[config.mk]
export PLATFORM = sky130hd
export DESIGN_NAME = riscv_lsu
export DESIGN_NICKNAME = d
export VERILOG_FILES = /design/src/rtl/riscv_pkg.sv /design/src/rtl/lsu_fmt.sv /design/src/rtl/riscv_lsu.sv
export SDC_FILE = /design/constraint.sdc
export NUM_CORES = 1
export LEC_CHECK = 0
export BUFFER_PORTS_ARGS = -buffer_cell sky130_fd_sc_hd__clkbuf_2
export CORE_MARGIN = 5
export CORE_UTILIZATION = 57
export CTS_BUF_LIST = sky130_fd_sc_hd__clkbuf_8
export DETAILED_ROUTE_END_ITERATION = 6
export PLACE_DENSITY = 0.89
export SETUP_SLACK_MARGIN = 0.05
export SLEW_MARGIN = 5
export SYNTH_ARGS = -nofsm -noshare
export SYNTH_HDL_FRONTEND = slang
export SYNTH_SLANG_ARGS = --single-unit
[constraint.sdc]
create_clock -name i_clk -period 5.35 [get_ports i_clk]
set_input_delay 1.07 -clock i_clk [delete_from_list [all_inputs] [get_ports i_clk]]
set_output_delay 1.07 -clock i_clk [all_outputs]
set_load 0.01 [all_outputs]
[src/rtl/riscv_pkg.sv]
// Shared core definitions: datapath width plus load/store size codes and LSU FSM states.
// lsu_misaligned() flags half accesses on odd bytes and word accesses off a word boundary.
package riscv_pkg;

  localparam int XLEN     = 32;
  localparam int LSU_BE_W = XLEN / 8;

  typedef enum logic [2:0] {
    LB  = 3'b000,
    LH  = 3'b001,
    LW  = 3'b010,
    LBU = 3'b100,
    LHU = 3'b101
  } lsu_size_e;

  typedef enum logic [1:0] {
    IDLE,
    REQ,
    WAIT,
    DONE
  } lsu_state_e;

  // funct3[1] set means word (including the unassigned 011/110/111 codes).
  function automatic logic lsu_misaligned(input logic [2:0] funct3, input logic [1:0] addr_lo);
    if (funct3[1]) begin
      return addr_lo != 2'b00;
    end
    if (funct3[0]) begin
      return addr_lo[0];
    end
    return 1'b0;
  endfunction

endpackage

[src/rtl/lsu_fmt.sv]
// Combinational lane formatter: store byte enables and lane-replicated write data,
// and load lane selection with sign/zero extension. No state, zero latency.
module lsu_fmt
  import riscv_pkg::*;
#(
  parameter int XLEN = riscv_pkg::XLEN,
  parameter int BE_W = riscv_pkg::LSU_BE_W
) (
  input  logic [2:0]      i_funct3,
  input  logic [1:0]      i_addr_lo,
  input  logic [XLEN-1:0] i_wdata,
  input  logic [XLEN-1:0] i_rdata,
  output logic [BE_W-1:0] o_be,
  output logic [XLEN-1:0] o_wdata,
  output logic [XLEN-1:0] o_rdata
);

  logic [XLEN-1:0] w_bshift;
  logic [XLEN-1:0] w_hshift;
  logic            w_signed;

  assign w_bshift = i_rdata >> {i_addr_lo, 3'b000};
  assign w_hshift = i_rdata >> {i_addr_lo[1], 4'b0000};
  assign w_signed = ~i_funct3[2];

  always_comb begin
    o_be    = '1;
    o_wdata = i_wdata;
    o_rdata = i_rdata;
    case (lsu_size_e'(i_funct3))
      LB, LBU: begin
        o_be    = BE_W'(1) << i_addr_lo;
        o_wdata = {BE_W{i_wdata[7:0]}};
        o_rdata = {{(XLEN-8){w_signed & w_bshift[7]}}, w_bshift[7:0]};
      end
      LH, LHU: begin
        o_be    = BE_W'(3) << {i_addr_lo[1], 1'b0};
        o_wdata = {(XLEN/16){i_wdata[15:0]}};
        o_rdata = {{(XLEN-16){w_signed & w_hshift[15]}}, w_hshift[15:0]};
      end
      default: begin
        o_be    = '1;
        o_wdata = i_wdata;
        o_rdata = i_rdata;
      end
    endcase
  end

endmodule

[src/rtl/riscv_lsu.sv]
// Load/store unit: one core access -> one valid/ready bus request (+ read response for loads).
// Store >= 2 stall cycles, load >= 3; bus timeout after TIMEOUT_CYCLES. LSU_MISALIGN_TRAP_EN enables misalign aborts.
module riscv_lsu
  import riscv_pkg::*;
#(
  parameter int XLEN           = riscv_pkg::XLEN,
  parameter int TIMEOUT_CYCLES = 255
) (
  input  logic              i_clk,
  input  logic              i_rst,
  input  logic              i_req,
  input  logic              i_we,
  input  logic [2:0]        i_funct3,
  input  logic [XLEN-1:0]   i_addr,
  input  logic [XLEN-1:0]   i_wdata,
  output logic              o_stall,
  output logic              o_done,
  output logic [XLEN-1:0]   o_rdata,
  output logic              o_misalign,
  output logic              o_bus_err,
  output logic              o_bus_valid,
  input  logic              i_bus_ready,
  output logic [XLEN-1:0]   o_bus_addr,
  output logic              o_bus_we,
  output logic [XLEN/8-1:0] o_bus_be,
  output logic [XLEN-1:0]   o_bus_wdata,
  input  logic              i_bus_rvalid,
  input  logic [XLEN-1:0]   i_bus_rdata
);

  localparam int BE_W  = XLEN / 8;
  localparam int CNT_W = $clog2(TIMEOUT_CYCLES + 1);
  localparam logic [CNT_W-1:0] CNT_LAST = CNT_W'(TIMEOUT_CYCLES - 1);

  lsu_state_e      r_state;
  logic [XLEN-1:0] r_addr;
  logic            r_we;
  logic [2:0]      r_funct3;
  logic [BE_W-1:0] r_be;
  logic [XLEN-1:0] r_wdata;
  logic [XLEN-1:0] r_rdata;
  logic            r_valid;
  logic            r_done;
  logic            r_misalign;
  logic            r_bus_err;
  logic [CNT_W-1:0] r_cnt;

  logic [2:0]      w_fmt_funct3;
  logic [1:0]      w_fmt_addr;
  logic [BE_W-1:0] w_be;
  logic [XLEN-1:0] w_wdata_rep;
  logic [XLEN-1:0] w_rdata_ext;
  logic            w_misalign;
  logic            w_timeout;

  // The formatter sees the live core request while idle and the latched one afterwards.
  assign w_fmt_funct3 = (r_state == IDLE) ? i_funct3 : r_funct3;
  assign w_fmt_addr   = (r_state == IDLE) ? i_addr[1:0] : r_addr[1:0];

  lsu_fmt #(
    .XLEN (XLEN),
    .BE_W (BE_W)
  ) u_fmt (
    .i_funct3  (w_fmt_funct3),
    .i_addr_lo (w_fmt_addr),
    .i_wdata   (i_wdata),
    .i_rdata   (i_bus_rdata),
    .o_be      (w_be),
    .o_wdata   (w_wdata_rep),
    .o_rdata   (w_rdata_ext)
  );

`ifdef LSU_MISALIGN_TRAP_EN
  assign w_misalign = lsu_misaligned(i_funct3, i_addr[1:0]);
`else
  assign w_misalign = 1'b0;
`endif

  assign w_timeout = (r_cnt == CNT_LAST);

  always_ff @(posedge i_clk or negedge i_rst) begin
    if (!i_rst) begin
      r_state    <= IDLE;
      r_addr     <= '0;
      r_we       <= 1'b0;
      r_funct3   <= 3'b000;
      r_be       <= '0;
      r_wdata    <= '0;
      r_rdata    <= '0;
      r_valid    <= 1'b0;
      r_done     <= 1'b0;
      r_misalign <= 1'b0;
      r_bus_err  <= 1'b0;
      r_cnt      <= '0;
    end else begin
      case (r_state)
        IDLE: begin
          if (i_req) begin
            if (w_misalign) begin
              r_state    <= DONE;
              r_done     <= 1'b1;
              r_misalign <= 1'b1;
              r_rdata    <= '0;
            end else begin
              r_state  <= REQ;
              r_valid  <= 1'b1;
              r_cnt    <= '0;
              r_addr   <= i_addr;
              r_we     <= i_we;
              r_funct3 <= i_funct3;
              r_be     <= w_be;
              r_wdata  <= w_wdata_rep;
            end
          end
        end
        REQ: begin
          if (i_bus_ready) begin
            r_valid <= 1'b0;
            r_cnt   <= '0;
            if (r_we) begin
              r_state <= DONE;
              r_done  <= 1'b1;
            end else begin
              r_state <= WAIT;
            end
          end else if (w_timeout) begin
            r_valid   <= 1'b0;
            r_state   <= DONE;
            r_done    <= 1'b1;
            r_bus_err <= 1'b1;
            r_rdata   <= '0;
          end else begin
            r_cnt <= r_cnt + CNT_W'(1);
          end
        end
        WAIT: begin
          if (i_bus_rvalid) begin
            r_rdata <= w_rdata_ext;
            r_state <= DONE;
            r_done  <= 1'b1;
          end else if (w_timeout) begin
            r_state   <= DONE;
            r_done    <= 1'b1;
            r_bus_err <= 1'b1;
            r_rdata   <= '0;
          end else begin
            r_cnt <= r_cnt + CNT_W'(1);
          end
        end
        DONE: begin
          r_state    <= IDLE;
          r_done     <= 1'b0;
          r_misalign <= 1'b0;
          r_bus_err  <= 1'b0;
        end
        default: r_state <= IDLE;
      endcase
    end
  end

  // Gated by reset so the stall also reads 0 while the core still drives i_req.
  assign o_stall     = i_rst & i_req & (r_state != DONE);
  assign o_done      = r_done;
  assign o_rdata     = r_rdata;
  assign o_misalign  = r_misalign;
  assign o_bus_err   = r_bus_err;
  assign o_bus_valid = r_valid;
  assign o_bus_addr  = {r_addr[XLEN-1:2], 2'b00};
  assign o_bus_we    = r_we;
  assign o_bus_be    = r_be;
  assign o_bus_wdata = r_wdata;

endmodule

==> results.yml, run 1 <==
run_status:
  status: "complete, no violations"
drt:
  antenna_left: 0
  via_count: 5623
  drc: 0
  drt-vias-per-instance: 6.13
  wl_per_cell_um: 19.3
  routed_wl_mm: 17.7
  first_pass_iters: 6
  drt-initial-drc-count: 603
logic_synthesis:
  synth_top_area_share_pct: 46.4
  ys_seq_elements: 117
  synth_flop_cell: "dfrtp_1"
  yosysMostFrequentCell: "dfrtp_1"
  syn_area_per_cell_um2: 10.3
  synth.cell_area_um2: 6300
  synth_warnings: 0
  synth.distinct_cells: 60
  synthCells: 614
  synth_edf_count: 0
  synth_seq_area_share_pct: 46.4
  synthArstFlopShare_pct: 100
  yosys-top-cells-area: "dfrtp_1, mux2_2, nand2_1"
  netlist_top_cells_count: "dfrtp_1, nand2_1, mux2_2, a21oi_1"
  yosysTopAreaCell: "dfrtp_1"
global_routing:
  grt_pass1_wl_mm: 28.6
  grt_max_degree: 101
  grt_pass1_vias: 5754
  grt_usage_pct: 27.4
  antenna_found_initial: 0
  gr-total-overflow: 0
power_and_ir_drop:
  p_sw_share_pct: 40.2
  ir_drop_mv: 0.385
  power_frac_seq_pct: 33.6
  p_clk_share_pct: 20.0
  p_sw_uw: 1870
  internal_power_uw: 2790
  power.leakage_uw: 0.00363
  powerDensity_nw_per_um2: 616
  power_frac_comb_pct: 46.4
worst_hold_path:
  min_path_type: "flip-flop to flip-flop"
cells_and_area:
  fillers: 832
  multi_input_comb_area_um2: 2890
  nNetsFinal: 878
  diodes: 0
  utilization_pct: 69.7
  drive_gt1_share_pct: 39.6
  syn2layout_area_growth_pct: 19.9
  ff_latch_area_um2: 2930
clock_network:
  insertion_delay_ns: 0.43
  cts_buffers: 17
  cts.sinks: 117
  clockBufferDepth: 2
  ctsHtreeMaxLevel: 4
  cts-root-buf: "clkbuf_8"
  clkTransAtPathRegs_ns: 0.07
  cts_tree: "yes"
  ctsResizeCount: 0
  postCtsHoldBufs: 0
  cts_setup_buffers: 0
worst_setup_path:
  critPathKind: "flip-flop to flip-flop"
  start_kind: "flip-flop"
  cp_slowest_stage_delay_ns: 0.93
  end_kind: "flip-flop"
  crit_required_ns: 5.62
  cp_max_fo: 59
  crit_arrival_ns: 3.94
  worst_path_max_delay_cell: "ha_2"
  cp_cell_sequence: "inv_1 -> ha_2 -> mux2i_4 -> mux2_2 -> and2_1 -> nor3_4 -> a21oi_1"
floorplanning:
  core_area_um2: 10800
  start_util_pct: 58.1
  fp-row-count: 38
  die_w_um: 115
  boundaryPins: 211
  dieArea_um2: 13300
  die_height_um: 115
placed_design:
  io_buffers: 207
  place_hpwl_mm: 12.8
  place_congestion: 0.956
timing:
  slew_headroom_pct: 26.9
  fin_skew_ns: 0.0162
  fmax_ghz: 0.273
  timing.final.crit_share_pct: 68.5
  layout_min_cycle_time_ns: 3.67
  setup_tns_ns: 0
  hold_violations: 0
  finalSetupViolations: 0
  drv_slew: 0
  rsz0062_at_grt: "no"
  worstMarginPinSlew_ns: 1.10
run:
  drv_cap: 0
-- power groups by stage --
| stage | combinational [µW] | sequential, µW | clock (µW) |
|---|---|---|---|
| 3_3_place_gp | 2050 | 1550 | 0 |
| 5_1_grt | 2360 | 1610 | 984 |
| 3_5_place_dp | 2150 | 1570 | 0 |
| 4_1_cts | 2160 | 1560 | 939 |
| 2_1_floorplan | 1540 | 1610 | 0 |
| 6_report | 2160 | 1570 | 931 |
-- area by class of cell --
| cell class | instances | area share [%] |
|---|---|---|
| Clock buffer | 20 | 3.64 |
| Clock inverter | 11 | 2.40 |
| Inverter | 13 | 0.645 |
| Multi-Input combinational cell | 406 | 38.2 |
| Sequential cell | 117 | 38.7 |
| Tap cell | 140 | 2.32 |
| Timing Repair Buffer | 210 | 14.0 |
-- logic make-up (layout without fill, tap and decap cells) --
group	count (synthesis)	in the layout	synth area share, %
mux	71	71	12.4
fa+ha+maj	8	8	1.59
compound gates	201	201	22.2
flops	117	117	46.4
buf+inv	93	254	7.96
simple gates	123	123	9.35
other cells	1	3	0.0595
-- path summary, 6_finish.rpt --
path | cells after the start | endpoint | from | slack [ns]
worst max register to register | 7 | o_rdata[31] | r_state[0] | 1.68
worst min register to register | 2 | o_bus_wdata[23] | o_bus_wdata[23] | 0.48
min in group asynchronous | 1 | r_addr[7] | i_rst | 0.69
worst min-delay path | 2 | o_bus_wdata[23] | o_bus_wdata[23] | 0.48
max in group asynchronous | 2 | o_bus_wdata[9] | i_rst | 3.39
worst max-delay path | 7 | o_rdata[31] | r_state[0] | 1.68
-- per-stage QoR --
step | worst slack [ns] | cells | instance area, µm² | power (µW) | hold WS (ns)
final | 1.68 | 917 | 7560 | 4660 | 0.482
after detailed placement | 1.79 | 886 | 7100 | 3720 | 0.471
after global placement | 1.93 | 886 | 7100 | 3600 | 0.462
after global routing | 1.53 | 917 | 7560 | 4960 | 0.505
after CTS | 1.76 | 917 | 7560 | 4660 | 0.486
after floorplan | 2.81 | 616 | 6310 | 3140 | 0.481
-- sequential cells by signal, summed over array words and instances, names as in the netlist --
signal and flops:
o_bus_wdata 32, o_rdata 32, r_addr 32, r_cnt 8
o_bus_be 4, r_funct3 3, r_state 2, o_bus_err 1
o_bus_valid 1, o_bus_we 1, o_done 1
-- cell usage in the layout, fill, tap and decap left out, drive strengths merged, types with 6 or more instances in the layout --
cell and instances:
inv 15, a32oi 8, a222oi 8, ha 8
o21ai 41, mux2 46, dfrtp 117, nor2 13
a211oi 20, a221oi 9, a21oi 51, o22a 9
clkbuf 226, a31oi 19, nand2 73, nand2b 6
mux2i 25, a311oi 17
-- layer usage --
| layer | wire [µm] | GRT usage, % | up-vias |
|---|---|---|---|
| met4 | 566 | 13.3 | 0 |
| met5 | 0 | 0 | - |
| met1 | 6550 | 32.0 | 2724 |
| met3 | 1700 | 8.37 | 48 |
| li1 | - | - | 2540 |
| met2 | 8920 | 46.1 | 311 |
-- worst max-delay path, delay by kind of cell (launching register included) --
kind                       cells  cell delay, ns
adders and majority gates      1            0.93
DFF                            1            0.43
muxes                          2            0.98
buffers and inverters          1            0.13
AOI/OAI and AO/OA              1            0.15
and+or+nand+nor                2            0.86
No activity file was read; power rests on OpenSTA's default activity.
==> run 2, diff against run 1 <==
--- a/config.mk
+++ b/config.mk
@@ -7,10 +7,10 @@
 export LEC_CHECK = 0
 export BUFFER_PORTS_ARGS = -buffer_cell sky130_fd_sc_hd__clkbuf_2
 export CORE_MARGIN = 5
-export CORE_UTILIZATION = 57
+export CORE_UTILIZATION = 47
 export CTS_BUF_LIST = sky130_fd_sc_hd__clkbuf_8
 export DETAILED_ROUTE_END_ITERATION = 6
-export PLACE_DENSITY = 0.89
+export PLACE_DENSITY = 0.78
 export SETUP_SLACK_MARGIN = 0.05
 export SLEW_MARGIN = 5
 export SYNTH_ARGS = -nofsm -noshare
==> constraint.sdc (replaced) <==
create_clock -name i_clk -period 3 [get_ports i_clk]
set_input_delay 0.6 -clock i_clk [delete_from_list [all_inputs] [get_ports i_clk]]
set_output_delay 0.6 -clock i_clk [all_outputs]
set_load 0.01 [all_outputs]
==> run 2 against run 1 <==
Compared with the run above:
- largest power group unchanged
- flip-flop and latch count is the same
- register-to-register slack lost 1.3 ns
- critical path depth grew 1
- core utilization shrank 12 points
- cell count grew 5.2%
- die area grew 19%
- final area grew 1.3%
- combinational power grew 81%
- clock skew shrank 0.0045 ns
- clock-buffer cell count is the same
==> results.yml, run 2 (synthesized netlist as in run 1, its figures left out) <==
worst_setup_path:
  path_buf_inv: 2
  timing.rr.start: "r_state[1]"
  cp_max_fo: 27
  cp_slowest_stage_delay_ns: 0.53
  r2r_cells: 8
  start_kind: "flip-flop"
  reg2reg_to: "o_rdata[18]"
  worst_path_max_delay_cell: "ha_2"
  cp_cell_sequence: "inv_1 -> ha_2 -> or2b_1 -> o32ai_1 -> a2111oi_4 -> nor3_4 -> buf_4 -> a21oi_1"
  crit_required_ns: 3.30
  crit_arrival_ns: 2.94
  end_kind: "flip-flop"
  critPathKind: "flip-flop to flip-flop"
  r2r_slack_ns: 0.36
  crit_family: "compound AO/OA/AOI/OAI gates"
timing:
  worstMarginPinSlew_ns: 0.947
  fin_skew_ns: 0.0117
  layout_min_cycle_time_ns: 2.64
  hold_violations: 0
  rsz0062_at_grt: "no"
  fmax_ghz: 0.379
  timing.final.crit_share_pct: 87.9
  slew_headroom_pct: 36.9
  fin_ws_ns: 0.362
  drv_slew: 0
  setup_tns_ns: 0
  finalSetupViolations: 0
run:
  drv_cap: 0
floorplanning:
  start_util_pct: 47.8
  fp-row-count: 42
  die_w_um: 126
  die_height_um: 126
  boundaryPins: 211
  dieArea_um2: 15800
  core_area_um2: 13200
power_and_ir_drop:
  p_clk_share_pct: 18.2
  power.leakage_uw: 0.00367
  power_frac_comb_pct: 47.8
  ir_drop_mv: 0.553
  internal_power_uw: 4860
  p_sw_share_pct: 40.6
  power_frac_seq_pct: 34.0
  p_sw_uw: 3320
  powerDensity_nw_per_um2: 1070
global_routing:
  grt_pass1_vias: 5325
  gr-total-overflow: 0
  antenna_found_initial: 0
  grt_max_degree: 73
  grt_usage_pct: 21.4
  grt_pass1_wl_mm: 27.3
drt:
  wl_met3_mm: 1.28
  first_pass_iters: 5
  drt-vias-per-instance: 5.70
  wl_met2_mm: 8.23
  drt-initial-drc-count: 420
  dr.max_layer_used: "met4"
  met1_length_mm: 7.15
  via_count: 5500
  antenna_left: 0
  wl_per_cell_um: 17.8
  routed_wl_mm: 17.2
  drc: 0
cells_and_area:
  fillers: 1169
  final_cell_mix: "clkbuf_2, dfrtp_1, nand2_1, mux2_2, a21oi_1"
  diodes: 0
  final_common_cell: "clkbuf_2"
  nNetsFinal: 889
  syn2layout_area_growth_pct: 21.5
  multi_input_comb_area_um2: 2890
  drive_gt1_share_pct: 40.7
  ff_latch_area_um2: 2930
placed_design:
  place_hpwl_mm: 12.4
  dp_slack_ns: 0.424
  io_buffers: 207
  place_congestion: 0.861
clock_network:
  insertion_delay_ns: 0.43
  clkTransAtPathRegs_ns: 0.07
  clockBufferDepth: 2
  cts_setup_buffers: 0
  cts-root-buf: "clkbuf_8"
  ctsHtreeMaxLevel: 4
  cts_tree: "yes"
  cts.sinks: 117
  cts_buffers: 17
  ctsResizeCount: 0
  postCtsHoldBufs: 0
run_status:
  status: "complete, no violations"
worst_hold_path:
  min_path_type: "input pin to asynchronous set/reset pin"
-- run 2: worst max path at each step --
stage                     from     endpoint  slack (ns)  cells after the start
finish              r_state[1]  o_rdata[18]        0.36                      8
global route        r_state[1]  o_rdata[19]        0.18                      8
floorplan           r_state[1]  o_rdata[21]        0.65                      8
CTS                 r_state[1]  o_rdata[18]        0.37                      8
detailed placement  r_state[1]   o_rdata[6]        0.42                      7
global placement    r_state[1]   o_rdata[0]        0.49                      7
-- run 2: worst register-to-register path, delay by kind of cell (launching register included) --
family | cells | cell delay, ns
fa+ha+maj | 1 | 0.53
compound gates | 3 | 0.67
simple gates | 2 | 0.47
flops | 1 | 0.43
buf+inv | 2 | 0.42
-- run 2: through the flow --
step	hold slack, ns	area [µm²]	std cells	util (%)	total power, µW
after global placement	0.461	7250	933	54.9	6600
after floorplan	0.304	6310	616	-	5610
final	0.263	7660	965	58.1	8180
after detailed placement	0.470	7250	933	54.9	6710
after CTS	0.278	7660	965	58.1	8240
after global routing	0.294	7660	965	58.1	8730
-- run 2: cell type report --
type | instances | share of cell area, %
timing repair buffer | 221 | 15.1
inverter | 13 | 0.637
tap | 176 | 2.88
clock buffer | 20 | 3.59
clock inverter | 12 | 1.76
sequential | 117 | 38.2
multi-input combinational | 406 | 37.8
-- run 2: layer usage --
metal	vias up	GRT usage (%)
met3	35	5.67
met4	0	9.15
met2	254	34.2
li1	2569	-
met1	2642	27.7
met5	-	0
-- run 2: power groups by stage --
stage | Sequential (µW) | Clock [µW] | Combinational, µW
2_1_floorplan | 2870 | 0 | 2740
3_3_place_gp | 2770 | 0 | 3830
3_5_place_dp | 2790 | 0 | 3920
4_1_cts | 2770 | 1520 | 3940
5_1_grt | 2870 | 1600 | 4270
6_report | 2780 | 1490 | 3910
==> run 3, diff against run 2 <==
--- a/config.mk
+++ b/config.mk
@@ -5,12 +5,13 @@
 export SDC_FILE = /design/constraint.sdc
 export NUM_CORES = 1
 export LEC_CHECK = 0
-export BUFFER_PORTS_ARGS = -buffer_cell sky130_fd_sc_hd__clkbuf_2
 export CORE_MARGIN = 5
-export CORE_UTILIZATION = 47
+export CORE_UTILIZATION = 57
 export CTS_BUF_LIST = sky130_fd_sc_hd__clkbuf_8
 export DETAILED_ROUTE_END_ITERATION = 6
-export PLACE_DENSITY = 0.78
+export DONT_BUFFER_PORTS = 1
+export GPL_TIMING_DRIVEN = 0
+export PLACE_DENSITY = 0.75
 export SETUP_SLACK_MARGIN = 0.05
 export SLEW_MARGIN = 5
 export SYNTH_ARGS = -nofsm -noshare
==> run 3 against run 2 <==
Compared with the run above:
- the run now ends with negative hold slack left
- fmax down 3.9%
- non-clock buffer count down 141
- critical path depth unchanged
- power down 0.83%
- largest power group unchanged
- sequential power up 10%
- worst setup slack worse by 0.11 ns
- clock skew about the same
- critical path type unchanged
- largest cell class unchanged
- wire length up 2.0%
==> results.yml, run 3 (synthesized netlist as in run 1, its figures left out) <==
global_routing:
  grt_pass1_vias: 5086
  grt_util_met3_pct: 12.0
  gr-total-overflow: 0
  grt_usage_pct: 27.0
  antenna_found_initial: 0
  global_route.usage.met1_pct: 32.4
  top_usage_layer: "met2"
  grt_max_degree: 119
  grt_pass1_wl_mm: 27.8
  met2_usage_pct: 43.4
floorplanning:
  core_area_um2: 10800
  boundaryPins: 211
  die_w_um: 115
  dieArea_um2: 13300
  start_util_pct: 58.1
  fp-row-count: 38
  die_height_um: 115
cells_and_area:
  fin_cells: 787
  nNetsFinal: 748
  final_cell_mix: "dfrtp_1, nand2_1, mux2_2, a21oi_1"
  final_common_cell: "dfrtp_1"
  drive_gt1_share_pct: 21.7
  utilization_pct: 64.1
  syn2layout_area_growth_pct: 10.3
power_and_ir_drop:
  internal_power_uw: 4870
  ir_drop_mv: 0.621
  p_sw_share_pct: 40.0
  power_frac_comb_pct: 41.5
  p_sw_uw: 3240
  powerDensity_nw_per_um2: 1170
  p_clk_share_pct: 20.8
  finalPower_uw: 8110
  power.leakage_uw: 0.00299
  power_frac_seq_pct: 37.7
clock_network:
  cts-root-buf: "clkbuf_8"
  ctsHtreeMaxLevel: 4
  clkTransAtPathRegs_ns: 0.07
  clockBufferDepth: 2
  cts.sinks: 117
  cts_tree: "yes"
  insertion_delay_ns: 0.44
  cts_buffers: 17
placed_design:
  place_hpwl_mm: 13.2
  io_buffers: 0
  place_congestion: 0.941
  placedCellCount: 756
run:
  drv_cap: 0
worst_setup_path:
  crit_arrival_ns: 3.06
  crit_required_ns: 3.31
  cp_max_fo: 10
  critPathKind: "flip-flop to flip-flop"
  start_kind: "flip-flop"
  end_kind: "flip-flop"
  r2r_slack_ns: 0.25
run_status:
  violations: "negative hold slack"
  status: "finished with violations"
drt:
  via_count: 5062
  routed_wl_mm: 17.5
  drt-vias-per-instance: 6.43
  first_pass_iters: 5
  drc: 0
  drt-initial-drc-count: 390
  wl_per_cell_um: 22.2
  antenna_left: 0
timing:
  drv_slew: 0
  hold-worst-slack_ns: -0.148
  hold_violations: 117
  worstMarginPinSlew_ns: 0.768
  timing.final.crit_share_pct: 91.5
  fin_skew_ns: 0.0117
  finalSetupViolations: 0
  rsz0062_at_grt: "no"
  slew_headroom_pct: 48.8
  setup_tns_ns: 0
  fmax_ghz: 0.364
  layout_min_cycle_time_ns: 2.75
worst_hold_path:
  min_path_type: "input pin to asynchronous set/reset pin"
[run 3: power groups by stage]
stage          Combinational, µW  Clock [µW]  Sequential [µW]
6_report                    3370        1690             3060
5_1_grt                     3700        1790             3160
4_1_cts                     3350        1710             3060
3_5_place_dp                3340           0             3080
3_3_place_gp                3210           0             3040
2_1_floorplan               2740           0             2870
[run 3: per-layer routing]
| metal | vias to the layer above | wire [µm] |
|---|---|---|
| met5 | - | 0 |
| met4 | 0 | 337 |
| met3 | 27 | 1950 |
| met2 | 285 | 8620 |
| met1 | 2465 | 6590 |
| li1 | 2285 | - |
[run 3: path summary, 6_finish.rpt]
| path | startpoint | endpoint | depth (start not counted) |
|---|---|---|---|
| min in group i_clk | i_bus_rdata[18] | o_rdata[18] | 2 |
| max in group asynchronous | i_rst | o_rdata[10] | 0 |
| worst max-delay path | r_state[1] | o_rdata[29] | 8 |
| worst min-delay path | i_rst | r_addr[11] | 0 |
| worst max register to register | r_state[1] | o_rdata[29] | 8 |
| worst min register to register | r_addr[16] | r_addr[16] | 1 |
[run 3: layout make-up]
cell class	count	area, µm²
Antenna cell	1	2.50
Inverter	13	48.8
Clock buffer	21	289
Tap cell	140	175
Sequential cell	117	2930
Multi-Input combinational cell	406	2880
Buffer	80	453
Clock inverter	9	175
Fill cell	866	3890
[run 3: timing repair]
item / 4_1_cts / 5_1_grt
setup buffers: 0 / 0
hold endpoints to repair: 117 / 117
gates resized for setup: 0 / 0
[run 3: worst max-delay path, cell delays in order, from the launching register on]
cell,delay (ns)
dfrtp_1,0.44
inv_1,0.14
ha_1,0.33
mux2i_4,0.53
mux2_2,0.39
and2_1,0.20
nor3_4,0.29
buf_6,0.23
a21oi_2,0.07
[run 3: through the flow]
stage / area (µm²) / setup slack [ns]
floorplan: 6310 / 0.645
global placement: 6490 / 0.379
detailed placement: 6490 / 0.310
CTS: 6950 / 0.291
global route: 6950 / 0.110
finish: 6950 / 0.255
